==> src/rtl/inst_encoder.sv <==
// Packs symbolic instruction descriptors into RV32I words and writes them
// sequentially into instruction memory over a write/ack interface.
module inst_encoder #(
  parameter int unsigned ADDR_WIDTH = 10,
  parameter int unsigned BASE_ADDR  = 0
) (
  input  logic                  clk,
  input  logic                  rst_n,
  input  logic                  clear,
  input  logic                  in_valid,
  output logic                  in_ready,
  input  logic [2:0]            in_kind,
  input  logic [4:0]            in_rd,
  input  logic [4:0]            in_rs1,
  input  logic [4:0]            in_rs2,
  input  logic [12:0]           in_imm,
  output logic                  mem_we,
  output logic [ADDR_WIDTH-1:0] mem_addr,
  output logic [31:0]           mem_data,
  input  logic                  mem_ack,
  output logic                  err,
  output logic                  done,
  output logic [ADDR_WIDTH:0]   word_count
);

  localparam logic [1:0] ST_IDLE = 2'd0;
  localparam logic [1:0] ST_HOLD = 2'd1;
  localparam logic [1:0] ST_FULL = 2'd2;

  localparam logic [ADDR_WIDTH-1:0] BASE = ADDR_WIDTH'(BASE_ADDR);

  logic [1:0]            state_q, state_d;
  logic [ADDR_WIDTH-1:0] addr_q, addr_d;
  logic [31:0]           data_q, data_d;
  logic                  err_q, err_d;
  logic [ADDR_WIDTH:0]   cnt_q, cnt_d;

  logic        last_addr;
  logic        wr_done;
  logic        accept;
  logic        legal;
  logic [31:0] enc;

  assign last_addr = (addr_q == '1);
  assign wr_done   = (state_q == ST_HOLD) && mem_ack;

  // A new descriptor may overlap the ack of the previous write, except when
  // that write fills the last address.
  assign in_ready = rst_n && (state_q != ST_FULL) && !clear &&
                    ((state_q == ST_IDLE) ||
                     ((state_q == ST_HOLD) && mem_ack && !last_addr));
  assign accept   = in_valid && in_ready;

  always_comb begin
    legal = 1'b1;
    enc   = '0;
    case (in_kind)
      3'd0: begin
        legal = (in_imm[12] == in_imm[11]);
        enc   = {in_imm[11:0], in_rs1, 3'b110, in_rd, 7'b0010011};
      end
      3'd1: begin
        legal = (in_imm[12] == in_imm[11]);
        enc   = {in_imm[11:0], in_rs1, 3'b010, in_rd, 7'b0000011};
      end
      3'd2: begin
        legal = (in_imm[12] == in_imm[11]);
        enc   = {in_imm[11:5], in_rs2, in_rs1, 3'b010, in_imm[4:0], 7'b0100011};
      end
      3'd3: enc = {7'b0000000, in_rs2, in_rs1, 3'b000, in_rd, 7'b0110011};
      3'd4: enc = {7'b0100000, in_rs2, in_rs1, 3'b000, in_rd, 7'b0110011};
      3'd5, 3'd6: begin
        legal = !in_imm[0];
        enc   = {in_imm[12], in_imm[10:5], in_rs2, in_rs1, 2'b00, in_kind[1],
                 in_imm[4:1], in_imm[11], 7'b1100011};
      end
      default: legal = 1'b0;
    endcase
  end

  always_comb begin
    state_d = state_q;
    addr_d  = addr_q;
    data_d  = data_q;
    err_d   = err_q;
    cnt_d   = cnt_q;
    if (clear) begin
      state_d = ST_IDLE;
      addr_d  = BASE;
      err_d   = 1'b0;
      cnt_d   = '0;
    end else begin
      if (wr_done) begin
        cnt_d = cnt_q + 1'b1;
        if (last_addr) begin
          state_d = ST_FULL;
        end else begin
          addr_d  = addr_q + 1'b1;
          state_d = ST_IDLE;
        end
      end
      if (accept) begin
        if (legal) begin
          data_d  = enc;
          state_d = ST_HOLD;
        end else begin
          err_d = 1'b1;
        end
      end
    end
  end

  always_ff @(posedge clk or negedge rst_n) begin
    if (!rst_n) begin
      state_q <= ST_IDLE;
      addr_q  <= BASE;
      data_q  <= '0;
      err_q   <= 1'b0;
      cnt_q   <= '0;
    end else begin
      state_q <= state_d;
      addr_q  <= addr_d;
      data_q  <= data_d;
      err_q   <= err_d;
      cnt_q   <= cnt_d;
    end
  end

  assign mem_we     = (state_q == ST_HOLD);
  assign mem_addr   = addr_q;
  assign mem_data   = data_q;
  assign err        = err_q;
  assign done       = (state_q == ST_FULL);
  assign word_count = cnt_q;

endmodule

==> config.mk <==
export PLATFORM = sky130hd
export DESIGN_NAME = inst_encoder
export DESIGN_NICKNAME = d
export VERILOG_FILES = /design/src/rtl/inst_encoder.sv
export SDC_FILE = /design/constraint.sdc
export NUM_CORES = 1
export LEC_CHECK = 0
export BUFFER_PORTS_ARGS = -buffer_cell sky130_fd_sc_hd__buf_2
export CAP_MARGIN = 10
export CORE_ASPECT_RATIO = 1.1
export CORE_MARGIN = 8
export CORE_UTILIZATION = 46
export CTS_CLUSTER_DIAMETER = 120
export DETAILED_ROUTE_END_ITERATION = 10
export GPL_TIMING_DRIVEN = 0
export PLACE_DENSITY = 0.8
export SLEW_MARGIN = 25
export SYNTH_ARGS = -nofsm -noshare
export SYNTH_HDL_FRONTEND = slang
export SYNTH_SLANG_ARGS = --single-unit
==> constraint.sdc <==
create_clock -name clk -period 1.8 [get_ports clk]
set_input_delay 0.36 -clock clk [delete_from_list [all_inputs] [get_ports clk]]
set_output_delay 0.36 -clock clk [all_outputs]
set_load 0.05 [all_outputs]
After elaboration in Yosys (flattened, before gate mapping)
Cells that the tools add are included.

Input port bits: 36. Flip-flop bits (word level): 56.

$add $sub $neg: 2. Reduce and logical (&&, ||, !) cells: 20. Bitwise logic cells: 1. Muxes and demuxes: 15. Eq/ne operators: 13.

Operators with widths (count): $pmux 32 s6 (1); $mux 10 (3); $mux 11 (2); $add 11x1->11 const B (1); $add 10x1->10 const B (1); $eq 10x10->1 const B (1); $mux 2 (5); $eq 3x3->1 const B (3); $eq 3x2->1 const B (2); $logic_and 1x1->1 (6); $ne 2x2->1 const B (3); $reduce_and 2->1 (2); $reduce_bool 2->1 (2); $reduce_or 2->1 (2); $eq 3x1->1 const B (1); $logic_not 1->1 (3); $logic_not 3->1 (1); $mux 1 (3); $pmux 1 s3 (1); $reduce_and 3->1 (1); $reduce_or 3->1 (1); $eq 2x1->1 const B (1); $eq 2x2->1 const B (1); $logic_not 2->1 (1); 3 further kinds (3).

Depth between registers and ports, before layout
Word-level depth: 8. Mapped depth: 6.

Worst setup path before layout
Ideal clock, no wire load.

Path kind: register to output. Start point: reg addr_q[0] (netlist: mem_addr[0]). End point: out in_ready. Cell stages (with the launch flop): 5. Path slack: -0.267 ns. Buffers on the path: 0. Arrival time: 1.707 ns. Cells stage by stage: dfrtp_1 -> ha_1 -> and3_1 -> nand3_1 -> and4_1.

Word-level cells in the longest chain between the ends: 5.

Ends and longest elaborated chain: from (decl) (RTL line 33) `logic [ADDR_WIDTH-1:0] addr_q, addr_d;`; from (signal assigned) (RTL line 122) `addr_q <= addr_d;`; $eq 10x10->1 (RTL line 44) `assign last_addr = (addr_q == '1);`; $logic_not 1->1 (RTL line 51) `((state_q == ST_HOLD) && mem_ack && !last_addr));`; $logic_and 1x1->1 (RTL line 51); $logic_or 1x1->1 (RTL line 50) `((state_q == ST_IDLE) ||`; $logic_and 1x1->1 (RTL line 49) `assign in_ready = rst_n && (state_q != ST_FULL) && !clear &&`; to (decl) (RTL line 11) `output logic in_ready,`.

No other way between the ends.

Worst setup path in the final report
Start point: reg addr_q[1] (netlist: mem_addr[1]). End point: out in_ready.

The elaborated chain is that of the path after synthesis.

==> flow_summary_export.csv <==
group,metric,value,unit
logic_synthesis,synth_top_flop_cell,"dfrtp_1",
worst_setup_path,arrival,1.56,ns
routing,initialDrtViolationCount,79,
logic_synthesis,synth_commonest_cells,"53 x dfrtp_1, 22 x nand2_1, 20 x mux2_4",
hold_path,hold_path_class,"in2async",
floorplan,dieWidth,91.4,µm
floorplan,core.rowCount,30,
floorplan,core_region_area,6120,µm²
worst_setup_path,start_kind,"flip-flop",
global_routing,grt_start_max_net_pins,56,
worst_setup_path,startpoint,"mem_addr[1]$_DFFE_PN0P_",
timing,fin_skew,0.00358,ns
place,gp_congestion,0.846,
cells_and_area,num_antenna_cells,0,
clock_tree,cts_tree,"done",
logic_synthesis,syn_area,2880,µm²
worst_setup_path,cp-end-kind,"output port",
timing,fin_ws,-0.115,ns
routing,num_vias,2454,
status,violations,"hold timing, setup timing",
timing,drv_slew,0,
timing,rsz0062_at_grt,"yes",
logic_synthesis,avgSynthCellArea,10.6,µm²
logic_synthesis,synth_compound_area_share,11.9,%
cells_and_area,area_delta_synth_final,28.6,%
place,io_buffers,88,
cells_and_area,drive_above_1_share,40.2,%
clock_tree,root_buffer,"clkbuf_8",
logic_synthesis,ys_seq_area_share,46.1,%
pwr,power,3690,µW
routing,viasPerCell,5.32,
worst_setup_path,rr_startpoint,"mem_addr[1]$_DFFE_PN0P_",
logic_synthesis,synthSimpleGateAreaFrac,15.8,%
cells_and_area,fin_area,3700,µm²
place,postPlaceCellArea,3450,µm²
logic_synthesis,synth_top_area_share,46.1,%
routing,drt_wl_total,7.34,mm
pwr,leakagePower,0.00179,µW
logic_synthesis,synthAdderAreaFrac,1.26,%
clock_tree,numCtsBuffers,5,
clock_tree,clock_path_buffers,2,
logic_synthesis,synthArstFlopShare,100,%
global_routing,grt_use_total,16.0,%
clock_tree,clk_latency,0.30,ns
floorplan,die_area,9050,µm²
logic_synthesis,synth_seq_cells,53,
logic_synthesis,yosys.area_share.xor_xnor,3.65,%
floorplan,io-pin-count,93,
pwr,power_density,996,nW/µm²
clock_tree,clkSinkCount,53,
place,dpl.hpwl,5.46,mm
job,drv_cap,0,
logic_synthesis,synth_edf_count,0,
logic_synthesis,ys_types,52,
place,place_ws,-0.333,ns
clock_tree,htree_levels,2,
worst_setup_path,cp.required,1.44,ns
global_routing,grt_pass1_vias,2511,
floorplan,start_util,47.0,%
logic_synthesis,syn_inst,272,
cells_and_area,final_nets,418,
routing,postRouteAntennaNets,0,
logic_synthesis,yosysWarnings,0,
worst_setup_path,path_class,"reg2out",
worst_setup_path,crit_fanout,3,
logic_synthesis,yosysMostFrequentCell,"dfrtp_1",
logic_synthesis,yosysTopAreaCell,"dfrtp_1",
routing,wire_per_inst,15.9,µm
timing,fin_crit,1.92,ns
global_routing,antenna_found_initial,0,
timing,finalCritPeriodShare,106,%
clock_tree,cts.clk_slew.worst_paths,0.09,ns
timing,setup_viol,20,
routing,drc,0,
status,status,"complete, but fails checks",
logic_synthesis,synth_top_family_by_area,"simple AND/OR/NAND/NOR gates",
logic_synthesis,yosys-mux-area-fraction,14.0,%
logic_synthesis,synthTopCellsByArea,"dfrtp_1 46%, mux2_4 10%, mux2i_1 3.1%, nand2_1 2.9%, a21oi_1 2.8%",
timing,hold-worst-slack,-0.00529,ns
timing,hold_violations,10,
routing,first_pass_iters,4,
global_routing,gr-total-overflow,0,
pwr,peakVddDrop,0.584,mV
global_routing,grt_pass1_wl,12.0,mm
floorplan,fp.dieH,99.0,µm
timing,fmax,522,MHz
## per-stage QoR
| step | TNS [ns] | std cells | util, % |
|---|---|---|---|
| final | -0.431 | 461 | 60.5 |
| after global routing | -1.59 | 461 | 60.5 |
| after CTS | -0.128 | 453 | 58.8 |
| after detailed placement | -7.99 | 441 | 56.4 |
| after global placement | -21.02 | 441 | 56.4 |
| after floorplan | 0 | 273 | - |
## cells in the final DEF, fill, tap and decap left out, types with 3 or more instances in the layout
master | synthesis | layout
buf_2 | 1 | 87
dfrtp_1 | 53 | 48
nand2_1 | 22 | 22
mux2_4 | 20 | 21
nor2_1 | 16 | 16
a21oi_1 | 16 | 16
inv_1 | 13 | 13
buf_4 | 3 | 12
clkbuf_1 | 8 | 10
o21ai_0 | 10 | 10
mux2i_1 | 9 | 9
xor2_1 | 8 | 8
nand3_1 | 9 | 8
a22oi_1 | 8 | 8
o22ai_1 | 6 | 6
clkbuf_8 | 0 | 6
buf_6 | 3 | 5
or3_1 | 5 | 5
dfrtp_2 | 0 | 5
nor2b_1 | 4 | 4
nand4_1 | 4 | 4
xnor2_1 | 4 | 4
and3_1 | 4 | 3
buf_12 | 3 | 3
nor3_1 | 3 | 3
## report_power, final
group	internal (µW)	total [µW]	switching, µW
sequential	1390	1500	109
combinational	466	1510	1040
clock	315	684	370
total	2170	3690	1520
## final timing paths
kind	endpoint	slack (ns)	depth (start not counted)
max	in_ready	-0.12	5
min	mem_data[19]$_DFFE_PN0P_	-0.005	1
max reg2reg	mem_data[14]$_DFFE_PN0P_	-0.03	7
min reg2reg	mem_data[1]$_DFFE_PN0P_	0.50	1
max in group asynchronous	word_count[0]$_DFFE_PN0P_	1.43	1
min in group clk	mem_data[15]$_DFFE_PN0P_	0.29	2
## critical path, stage by stage, from the launching register on
cell     delay, ns
dfrtp_2       0.44
ha_4          0.17
and3_4        0.19
nand3_4       0.08
and4_4        0.24
buf_8         0.15
## cell families (layout without fill, tap and decap cells)
logic type | count (synthesis) | count (layout)
adders and majority gates | 3 | 3
and+or+nand+nor | 86 | 86
DFF | 53 | 53
other | 1 | 2
muxes | 30 | 30
AOI/OAI and AO/OA | 54 | 54
xor gates and xnor gates | 12 | 12
buffers and inverters | 33 | 141
## per-layer routing
layer | up-vias | wire length [µm] | global-route usage (%)
li1 | 1175 | - | -
met1 | 1169 | 3180 | 19.7
met2 | 99 | 3520 | 25.6
met3 | 11 | 520 | 5.17
met4 | 0 | 122 | 5.80
met5 | - | 0 | 0
## sequential cells by signal, indices dropped and copies added (netlist names)
register / cells
mem_addr: 10
mem_data: 29
word_count: 11
state_q: 2
err: 1
## area by class of cell
cell class | instances | area (µm²)
Fill cell | 526 | 2420
Multi-Input combinational cell | 187 | 1390
Sequential cell | 53 | 1330
Timing Repair Buffer | 100 | 586
Buffer | 18 | 151
Tap cell | 80 | 100
Clock buffer | 8 | 90.1
Inverter | 15 | 56.3
## timing repair
item	4_1_cts	5_1_grt
hold buffers	0	0
pin swaps	2	1
buffers inserted	4	6
resized for setup	6	4
endpoints found under the setup margin	2	22
gates cloned	0	2
(Power assumes the default switching activity.)
